==> src/rtl/spi_pkg.sv <==
// Shared types and defaults for the SPI word receiver.
package spi_pkg;

    typedef enum logic [0:0] {
        IDLE  = 1'b0,
        SHIFT = 1'b1
    } spi_state_e;

    localparam int SPI_WORD_W = 16;

endpackage

==> src/rtl/spi_word_rx_if.sv <==
// Received-word valid/ready channel between spi_word_rx and the FIR input.
interface spi_word_rx_if #(
    parameter int WIDTH = 16
);

    logic [WIDTH-1:0] rx_data;
    logic             rx_valid;
    logic             rx_ready;

    modport master (
        output rx_data,
        output rx_valid,
        input  rx_ready
    );

    modport slave (
        input  rx_data,
        input  rx_valid,
        output rx_ready
    );

endinterface

==> src/rtl/spi_tx_shift.sv <==
// MISO response shift register: loaded at frame start, shifted on SCK falling edges.
module spi_tx_shift #(
    parameter int WIDTH = 16
) (
    input  logic             clk,
    input  logic             n_rst,
    input  logic             load_i,
    input  logic             shift_i,
    input  logic             active_i,
    input  logic [WIDTH-1:0] tx_data_i,
    output logic             miso_o
);

    logic [WIDTH-1:0] tx_sr_q;

    always_ff @(posedge clk or negedge n_rst) begin
        if (!n_rst) begin
            tx_sr_q <= '0;
        end else if (load_i) begin
            tx_sr_q <= tx_data_i;
        end else if (shift_i) begin
            tx_sr_q <= {tx_sr_q[WIDTH-2:0], 1'b0};
        end
    end

    // MSB is presented before the first SCK rise, as SPI mode 0 requires.
    assign miso_o = active_i & tx_sr_q[WIDTH-1];

endmodule

==> src/rtl/spi_word_rx.sv <==
// SPI slave word receiver: MSB-first words into a valid/ready output register.
// Optional MISO response path enabled by defining SPI_WORD_RX_MISO_EN.
module spi_word_rx
    import spi_pkg::*;
#(
    parameter int WIDTH = SPI_WORD_W
) (
    input  logic             clk,
    input  logic             n_rst,
    input  logic             nss_fall,
    input  logic             rise_edge,
    input  logic             fall_edge,
    input  logic             mosi_s,
    spi_word_rx_if.master    rx,
    output logic             overrun,
    output logic             busy,
    input  logic [WIDTH-1:0] tx_data,
    output logic             miso
);

    localparam int CNT_W = $clog2(WIDTH);
    localparam logic [CNT_W-1:0] CNT_LAST = CNT_W'(WIDTH - 1);

    spi_state_e       state_q;
    logic [CNT_W-1:0] cnt_q;
    logic [WIDTH-1:0] sr_q;
    logic [WIDTH-1:0] sr_d;
    logic [WIDTH-1:0] rx_data_q;
    logic             rx_valid_q;
    logic             overrun_q;
    logic             busy_q;
    logic             bit_take;
    logic             word_done;

    // A frame restart outranks a coincident sample strobe.
    assign bit_take  = (state_q == SHIFT) && rise_edge && !nss_fall;
    assign word_done = bit_take && (cnt_q == CNT_LAST);
    assign sr_d      = {sr_q[WIDTH-2:0], mosi_s};

    always_ff @(posedge clk or negedge n_rst) begin
        if (!n_rst) begin
            state_q    <= IDLE;
            cnt_q      <= '0;
            sr_q       <= '0;
            rx_data_q  <= '0;
            rx_valid_q <= 1'b0;
            overrun_q  <= 1'b0;
            busy_q     <= 1'b0;
        end else begin
            overrun_q <= 1'b0;

            if (rx_valid_q && rx.rx_ready) begin
                rx_valid_q <= 1'b0;
            end

            // A held word is only replaced if it is consumed this same cycle.
            if (word_done) begin
                if (!rx_valid_q || rx.rx_ready) begin
                    rx_data_q  <= sr_d;
                    rx_valid_q <= 1'b1;
                end else begin
                    overrun_q <= 1'b1;
                end
            end

            case (state_q)
                IDLE: begin
                    if (nss_fall) begin
                        state_q <= SHIFT;
                        cnt_q   <= '0;
                        sr_q    <= '0;
                        busy_q  <= 1'b1;
                    end
                end
                SHIFT: begin
                    if (nss_fall) begin
                        cnt_q <= '0;
                        sr_q  <= '0;
                    end else if (bit_take) begin
                        sr_q <= sr_d;
                        if (word_done) begin
                            state_q <= IDLE;
                            cnt_q   <= '0;
                            busy_q  <= 1'b0;
                        end else begin
                            cnt_q <= cnt_q + 1'b1;
                        end
                    end
                end
                default: begin
                    state_q <= IDLE;
                    cnt_q   <= '0;
                    busy_q  <= 1'b0;
                end
            endcase
        end
    end

    assign rx.rx_data  = rx_data_q;
    assign rx.rx_valid = rx_valid_q;
    assign overrun     = overrun_q;
    assign busy        = busy_q;

`ifdef SPI_WORD_RX_MISO_EN
    spi_tx_shift #(
        .WIDTH (WIDTH)
    ) u_tx_shift (
        .clk       (clk),
        .n_rst     (n_rst),
        .load_i    (nss_fall),
        .shift_i   (fall_edge && (state_q == SHIFT)),
        .active_i  (state_q == SHIFT),
        .tx_data_i (tx_data),
        .miso_o    (miso)
    );
`else
    logic unused_tx;
    assign unused_tx = ^{tx_data, fall_edge};
    assign miso      = 1'b0;
`endif

endmodule

==> src/flat_wrapper.sv <==
// flat-port wrapper written by rule: the top's interface ports become plain ports
module spi_word_rx_flat import spi_pkg::*;
#(
    parameter int WIDTH = SPI_WORD_W
)
  (clk, n_rst, nss_fall, rise_edge, fall_edge, mosi_s, overrun, busy, tx_data, miso, rx_rx_data, rx_rx_valid, rx_rx_ready);
  spi_word_rx_if #(.WIDTH(WIDTH)) rx_i ();
  input  logic clk;
  input  logic n_rst;
  input  logic nss_fall;
  input  logic rise_edge;
  input  logic fall_edge;
  input  logic mosi_s;
  output logic overrun;
  output logic busy;
  input  logic [WIDTH-1:0] tx_data;
  output logic miso;
  output wire logic [$bits(rx_i.rx_data)-1:0] rx_rx_data;
  output wire logic [$bits(rx_i.rx_valid)-1:0] rx_rx_valid;
  input wire logic [$bits(rx_i.rx_ready)-1:0] rx_rx_ready;
  assign rx_rx_data = rx_i.rx_data;
  assign rx_rx_valid = rx_i.rx_valid;
  assign rx_i.rx_ready = rx_rx_ready;
  spi_word_rx #(.WIDTH(WIDTH)) u_core (.clk(clk), .n_rst(n_rst), .nss_fall(nss_fall), .rise_edge(rise_edge), .fall_edge(fall_edge), .mosi_s(mosi_s), .rx(rx_i), .overrun(overrun), .busy(busy), .tx_data(tx_data), .miso(miso));
endmodule
==> config.mk <==
export PLATFORM = sky130hd
export DESIGN_NAME = spi_word_rx_flat
export DESIGN_NICKNAME = d
export VERILOG_FILES = /design/src/rtl/spi_pkg.sv /design/src/rtl/spi_word_rx_if.sv /design/src/rtl/spi_tx_shift.sv /design/src/rtl/spi_word_rx.sv /design/src/flat_wrapper.sv
export SDC_FILE = /design/constraint.sdc
export NUM_CORES = 1
export LEC_CHECK = 0
export ABC_AREA = 1
export CORE_ASPECT_RATIO = 1.2
export CORE_UTILIZATION = 51
export DETAILED_ROUTE_END_ITERATION = 10
export PLACE_DENSITY = 0.84
export SLEW_MARGIN = 40
export SYNTH_ARGS = -nofsm -noshare
export SYNTH_HDL_FRONTEND = slang
export SYNTH_SLANG_ARGS = --single-unit
==> constraint.sdc <==
create_clock -name clk -period 2.2 [get_ports clk]
set_input_delay 0.44 -clock clk [delete_from_list [all_inputs] [get_ports clk]]
set_output_delay 0.44 -clock clk [all_outputs]
set_load 0.02 [all_outputs]
### Word level (Yosys, flattened, before mapping)

Index checks and enable logic that the tools add are counted.

| storage, ports and cells | value |
|---|---|
| register bits | 39 |
| logic and storage cells | 49 |

| operators by class | value |
|---|---|
| add/subtract/negate cells | 1 |
| equality and inequality tests | 6 |
| muxes and demuxes | 24 |
| bitwise operators | 1 |
| reductions and logical operators | 10 |

Operators with widths:

| cell | count |
|---|---|
| 2-to-1 mux 15 bit | 3 |
| case mux 15 bit (2 select lines) | 1 |
| 2-to-1 mux 4 bit | 4 |
| 2-to-1 mux 1 bit | 13 |
| != test 2 bit (second input constant) | 4 |
| case mux 4 bit (2 select lines) | 1 |
| adder 4 x 1 -> 4 bit (second input constant) | 1 |
| equality test 4 bit (second input constant) | 1 |
| logical AND 1 bit | 4 |
| case mux 1 bit (2 select lines) | 2 |
| AND reduction 2 bit | 2 |
| AND reduction 4 bit | 1 |
| != test 3 bit (second input constant) | 1 |
| logical NOT 1 bit | 2 |
| logical OR 1 bit | 1 |
| NOT 1 bit | 1 |

### Longest topological paths before layout

Gate-level depths: netlist of the first run.

| logic depth | value |
|---|---|
| depth after elaboration | 7 |
| mapped depth | 9 |

### Least setup slack after synthesis of the first run

OpenSTA, ideal clock, no wires.

| timing path | value |
|---|---|
| kind | reg-to-reg |
| from | reg u_core.cnt_q[0] |
| to | reg u_core.rx_data_q[0], in the netlist u_core.rx.rx_data[0] |
| arrival time | 1.197 ns |
| required time | 2.083 ns |
| path slack | 0.886 ns |
| cell stages (with the launch flop) | 10 |
| path buffers | 1 |
| clock period less this slack | 1.314 ns |
| cells stage by stage | dfrtp_1 > ha_1 > nand2_1 > nor2_2 > nand2_4 > clkinv_2 > nand2_4 > buf_6 > nand2_1 > nand2_1 |

| between the ends | value |
|---|---|
| cells in the longest elaborated chain, start to end | 3 |

Ends and longest elaborated chain:

| element | RTL line | RTL |
|---|---|---|
| start, declared | spi_word_rx.sv:25 | `logic [CNT_W-1:0] cnt_q;` |
| start signal, assigned | spi_word_rx.sv:86 | `cnt_q <= cnt_q + 1'b1;` |
| equality test 4 bit | spi_word_rx.sv:37 | `assign word_done = bit_take && (cnt_q == CNT_LAST);` |
| logical AND 1 bit | spi_word_rx.sv:37 |  |
| AND reduction 2 bit (no source line) | - |  |
| end signal, assigned | spi_word_rx.sv:59 | `rx_data_q <= sr_d;` |
| end, declared | spi_word_rx.sv:28 | `logic [WIDTH-1:0] rx_data_q;` |

No other way between the ends.
A chain may end at the register's enable or synchronous reset.

### Final worst setup path of the first run

| timing path | value |
|---|---|
| from | reg u_core.rx_data_q[0], in the netlist u_core.rx.rx_data[0] |
| to | out rx_rx_data[0] |

RTL lines:

| element | RTL line | RTL |
|---|---|---|
| end, declared | flat_wrapper.sv:18 | `output wire logic [$bits(rx_i.rx_data)-1:0] rx_rx_data;` |

No word-level cell between the ends.

==> flow_summary.yaml, run 1 <==
timing:
  hold_violations: 0
  fmax_mhz: 571
  fin_crit_ns: 1.75
  grt_setup_unrepaired: "false"
  period_share: 0.797
  fin_setup_tns_ns: 0
  setup-violations-final: 0
  holdWs_ns: 0.0516
  drv_slew: 0
  finalClockSkew_ns: 0.00850
die:
  core_area_um2: 2860
  dieArea_um2: 3330
  start_util: 0.553
  dieWidth_um: 52.9
  io_pins: 43
  die_h_um: 63.0
  num_rows: 21
place:
  dpl-instance-area_um2: 1830
  gp_congestion: 0.773
  place_hpwl_um: 1990
  port_buffers: 24
yosys:
  ys_types: 25
  synth_area_um2: 1580
  synth-main-ff-cell: "dfrtp_1"
  ys_seq_area_frac: 0.617
  netlist_instances: 164
  synth-seq-cells: 39
  async_flop_share: 1.00
  synth.yosys.warnings: 0
  synth_edf_count: 0
  syn_nets: 188
  synth_area_per_cell_um2: 9.65
critical_path:
  worstPathCellList: "clkdlybuf4s50_1"
  max_stage_delay_ns: 0.61
  endpoint_kind: "primary output"
  crit_type: "reg2out"
  path_delay_family: "buffers and inverters"
  cp.arrival_ns: 1.31
  slowest_stage: "clkdlybuf4s50_1"
  cp_data_required_time_ns: 1.76
  cp-start-kind: "flop"
  crit_buf_inv: 1
  cp_max_fo: 2
clock_network:
  postCtsHoldBufs: 0
  path_clk_slew_ns: 0.11
  clock_path_buffers: 2
  cts_tree: "done"
  root_buffer: "clkbuf_4"
  clock-sinks: 39
  numCtsBuffers: 5
  h-tree-depth: 2
  clk_latency_ns: 0.34
  post_cts_resized: 0
  cts_setup_buffers: 0
global_routing:
  grt_pass1_wl_um: 5170
  grt-ovfl-total: 0
  grtUsageTotal: 0.216
  grt_pass1_vias: 1178
  antenna_found_initial: 0
  grt_max_degree: 40
min_path:
  hold_class: "in2async"
run_status:
  status: "finished, final reports clean"
power_and_ir_drop:
  p_per_area_nw_per_um2: 672
  leakage_nw: 0.978
  ir_drop_uv: 647
drt:
  wirelength_um: 2860
  wire_per_inst_um: 12.7
  drcViolationCount: 0
  dr.first_iter.drc_count: 30
  vias: 1128
  antenna_left: 0
  via_per_inst: 4.99
  drt-pass1-iter-count: 4
run:
  drv_cap: 0
finish:
  finalNetCount: 215
  design_area_um2: 1920
  antenna_cells: 0
  area.growth.synth_to_final_pct: 21.1
  drive_gt1_frac: 0.0990
## cells in the final DEF, fill, tap and decap left out
cell type	synthesis	final
bufinv_16	0	1
conb_1	1	1
o21ai_0	2	2
nand2_2	1	1
or2_2	1	1
buf_4	1	2
a21oi_1	1	1
a31oi_1	1	1
clkbuf_4	0	5
o22ai_1	13	13
nor2_4	1	1
a21o_1	1	1
nand3_1	3	3
clkdlybuf4s50_1	0	23
clkbuf_8	0	1
nand2_4	2	2
nor2_2	2	2
o21bai_1	1	1
inv_1	22	22
nor2_8	1	1
ha_1	1	1
nand4_1	1	1
nor2_1	3	3
nand2_1	60	60
dfrtp_1	39	39
clkinv_2	1	2
a22o_1	1	1
## cells in the mapped netlist (2+ instances only)
| cell | count | area [µm²] |
|---|---|---|
| buf_2 | 2 | 10.0 |
| buf_6 | 2 | 22.5 |
| dfrtp_1 | 39 | 976 |
| inv_1 | 22 | 82.6 |
| nand2_1 | 60 | 225 |
| nand2_4 | 2 | 22.5 |
| nand3_1 | 3 | 15.0 |
| nor2_1 | 3 | 11.3 |
| nor2_2 | 2 | 12.5 |
| o21ai_0 | 2 | 10.0 |
| o22ai_1 | 13 | 81.3 |
## worst register-to-register path: stages, from the launching register on
cell and delay, ns:
dfrtp_1 0.45, ha_1 0.24, nand2_1 0.08, nor2_2 0.16, nand2_4 0.12, clkinv_2 0.09
nand2_4 0.13, nand2_1 0.09, nand2_1 0.06
## through the flow
stage               std cells   util  power [mW]  worst slack [ns]
global placement          218  0.638       0.808             0.467
global route              226  0.669        1.34             0.374
CTS                       226  0.668        1.30             0.420
finish                    226  0.669        1.29             0.448
detailed placement        218  0.638       0.812             0.420
floorplan                 164      -       0.781             0.886
## logic make-up after synthesis
kind of cell,count (synthesis),share of synthesized area
AND/OR/NAND/NOR,75,0.213
flip-flops,39,0.617
AO/OA/AOI/OAI,20,0.0798
other,1,0.00237
adder cells (fa/ha/maj),1,0.00790
buffers and inverters,28,0.0806
## sequential cells by signal, summed over array words and instances (netlist names)
name	flops
u_core.busy	1
u_core.cnt_q	4
u_core.overrun	1
u_core.rx.rx_data	16
u_core.rx.rx_valid	1
u_core.sr_q	15
u_core.state_q	1
## final cells by class
class	instances	area [µm²]
clock buffers	6	51.3
inverters	23	87.6
well taps	34	42.5
fillers	225	947
clock inverters	2	35.0
flip-flops and latches	39	976
repair buffers	25	245
multi-input cells	97	479
## per-layer routing
layer  part of all wire  vias up  track usage
met5                  0        -            0
met4              0.016        0        0.105
met3              0.042        5       0.0560
li1                   -      567            -
met1               0.42      525        0.257
met2               0.52       31        0.351
## final timing paths
check	from	cells after the start	slack, ns	endpoint
setup / recovery	u_core.rx.rx_data[0]	1	0.45	rx_rx_data[0]
hold / removal	n_rst	1	0.05	u_core.sr_q[2]
setup reg to reg	u_core.cnt_q[0]	8	0.69	u_core.rx.rx_data[5]
hold reg to reg	u_core.rx.rx_data[10]	2	0.48	u_core.rx.rx_data[10]
max in group asynchronous	n_rst	1	1.82	u_core.sr_q[7]
min in group clk	u_core.rx.rx_data[10]	2	0.48	u_core.rx.rx_data[10]
## where the power goes
group	switching [mW]	total [mW]	leakage, nW	internal, mW
combinational	0.0438	0.0646	0.396	0.0207
sequential	0.00913	0.734	0.533	0.725
clock	0.220	0.489	0.0482	0.269
total	0.273	1.29	0.978	1.01
Power figures use the tool's default switching activity.
==> run 2, diff against run 1 <==
- CORE_UTILIZATION: 51 -> 42
- PLACE_DENSITY: 0.84 -> 0.74
- clock period: 2.2 -> 1.4 ns (I/O delays scaled with it)
==> flow_summary.yaml, run 2 (synthesis results as in run 1) <==
critical_path:
  crit_type: "reg2reg"
  cp-endpoint: "u_core.rx.rx_data[14]"
  worstPathCellList: "ha_2 > nand2_2 > nor2_4 > nand2_4 > nor2_4 > nand2_1 > nand2_1"
  r2r_start: "u_core.cnt_q[1]"
  cp_data_required_time_ns: 1.64
  cp-start-kind: "flop"
  r2r_setup_slack_ns: 0.05
  reg2reg_depth: 7
  cp_max_fo: 8
  r2r_end: "u_core.rx.rx_data[14]"
  cp-startpoint: "u_core.cnt_q[1]"
  max_stage_delay_ns: 0.37
  slowest_stage: "dfrtp_1"
  cp.arrival_ns: 1.58
  endpoint_kind: "flop"
run:
  drv_cap: 0
clock_network:
  clock_path_buffers: 2
  clk_latency_ns: 0.29
  clock-sinks: 39
  numCtsBuffers: 5
  cts_tree: "done"
  root_buffer: "clkbuf_8"
  path_clk_slew_ns: 0.07
  h-tree-depth: 2
finish:
  ff_latch_area_um2: 976
  finalNetCount: 230
  drive_gt1_frac: 0.174
  multiInputGateArea_um2: 531
  final_common_cell: "nand2_1"
  mostFrequentLayoutCells: "57 x nand2_1, 39 x dfrtp_1, 22 x inv_1"
  antenna_cells: 0
  area.growth.synth_to_final_pct: 32.3
  fillers: 320
  largest_reg_flops: 16
  stdcell_count: 259
die:
  dieArea_um2: 4020
  io_pins: 43
  num_rows: 24
  start_util: 0.436
  dieWidth_um: 58.0
  core_area_um2: 3630
  die_h_um: 69.2
min_path:
  hold_class: "in2async"
timing:
  period_share: 0.961
  finalClockSkew_ns: 0.00499
  final.setup.worst_slack_ns: 0.0541
  drv_slew: 0
  hold_violations: 0
  fmax_mhz: 743
  grt_setup_unrepaired: "false"
  setup-violations-final: 0
  fin_crit_ns: 1.35
global_routing:
  grtUsageTotal: 0.164
  grt_pass1_wl_um: 4860
  grt_pass1_vias: 1127
  antenna_found_initial: 0
  grt_max_degree: 27
  grt-ovfl-total: 0
power_and_ir_drop:
  p_per_area_nw_per_um2: 1010
  p_comb_frac: 0.067
  p_int_mw: 1.65
  ir_drop_uv: 542
  swShare: 0.219
  pwr-share-seq: 0.545
  total_power_mw: 2.11
  leakage_nw: 1.14
  power_frac_clock: 0.388
  p_sw_mw: 0.461
drt:
  drt-pass1-iter-count: 7
  drcViolationCount: 5
  wirelength_um: 3090
  vias: 1213
  via_per_inst: 4.68
  wire_per_inst_um: 11.9
  dr.first_iter.drc_count: 51
  antenna_left: 0
place:
  post-place-cells: 245
  post-place-ws_ns: -0.116
  port_buffers: 24
  place_hpwl_um: 1970
  gp_congestion: 0.746
run_status:
  status: "finished, violations left"
  violations: "DRC"
## run 2: worst min-delay path by stage
stage / slack, ns / end
after detailed placement: 0.21 / u_core.sr_q[0]
after CTS: 0.41 / u_core.sr_q[0]
after floorplan: -0.02 / u_core.busy
after global placement: 0.20 / u_core.rx.rx_valid
after global routing: 0.44 / u_core.busy
final: 0.41 / u_core.cnt_q[0]
## run 2: repair_timing
item / in CTS / in global routing
gates resized for setup: 19 / 9
hold buffers: 1 / 0
pin swaps: 0 / 5
endpoints found under the hold margin: 13 / 0
setup endpoints to repair: 19 / 18
setup buffers: 0 / 3
cloned: 0 / 2
## run 2: layout make-up
type                            instances  area share
Clock buffer                            8      0.0478
Timing Repair Buffer                   38       0.158
Inverter                               23      0.0436
Multi-Input combinational cell         99       0.253
Sequential cell                        39       0.466
Tap cell                               52      0.0311
## run 2: critical path, delay by kind of cell, from the launching register on
kind                     cells  cell delay, ns
flip-flops                   1            0.37
AND/OR/NAND/NOR              6            0.71
adder cells (fa/ha/maj)      1            0.20
## run 2: routing by layer
| layer | vias to the layer above | wire length (µm) | GRT usage | share of wire |
|---|---|---|---|---|
| li1 | 599 | - | - | - |
| met2 | 34 | 1560 | 0.255 | 0.51 |
| met5 | - | 0 | 0 | 0 |
| met3 | 7 | 139 | 0.0616 | 0.045 |
| met1 | 573 | 1320 | 0.189 | 0.43 |
| met4 | 0 | 71 | 0.0952 | 0.023 |
## run 2: power groups by stage
stage / sequential, mW / clock [mW] / combinational, mW
after detailed placement: 1.17 / 0 / 0.127
final: 1.15 / 0.818 / 0.142
after global routing: 1.15 / 0.888 / 0.161
after floorplan: 1.17 / 0 / 0.0550
after CTS: 1.15 / 0.848 / 0.130
after global placement: 1.17 / 0 / 0.124
## run 2: through the flow
stage	hold slack (ns)	utilization	area [µm²]	setup TNS, ns
2_1_floorplan	-0.0156	-	1580	0
3_3_place_gp	0.205	0.531	1930	-2.35
3_5_place_dp	0.207	0.531	1930	-2.97
4_1_cts	0.411	0.555	2020	0
5_1_grt	0.437	0.576	2090	0
6_report	0.414	0.576	2090	0
==> run 3, diff against run 2 <==
- CORE_MARGIN: not set -> 1
==> results of run 3 <==
No change in the layout: final DEF, timing and power equal those of run 2.
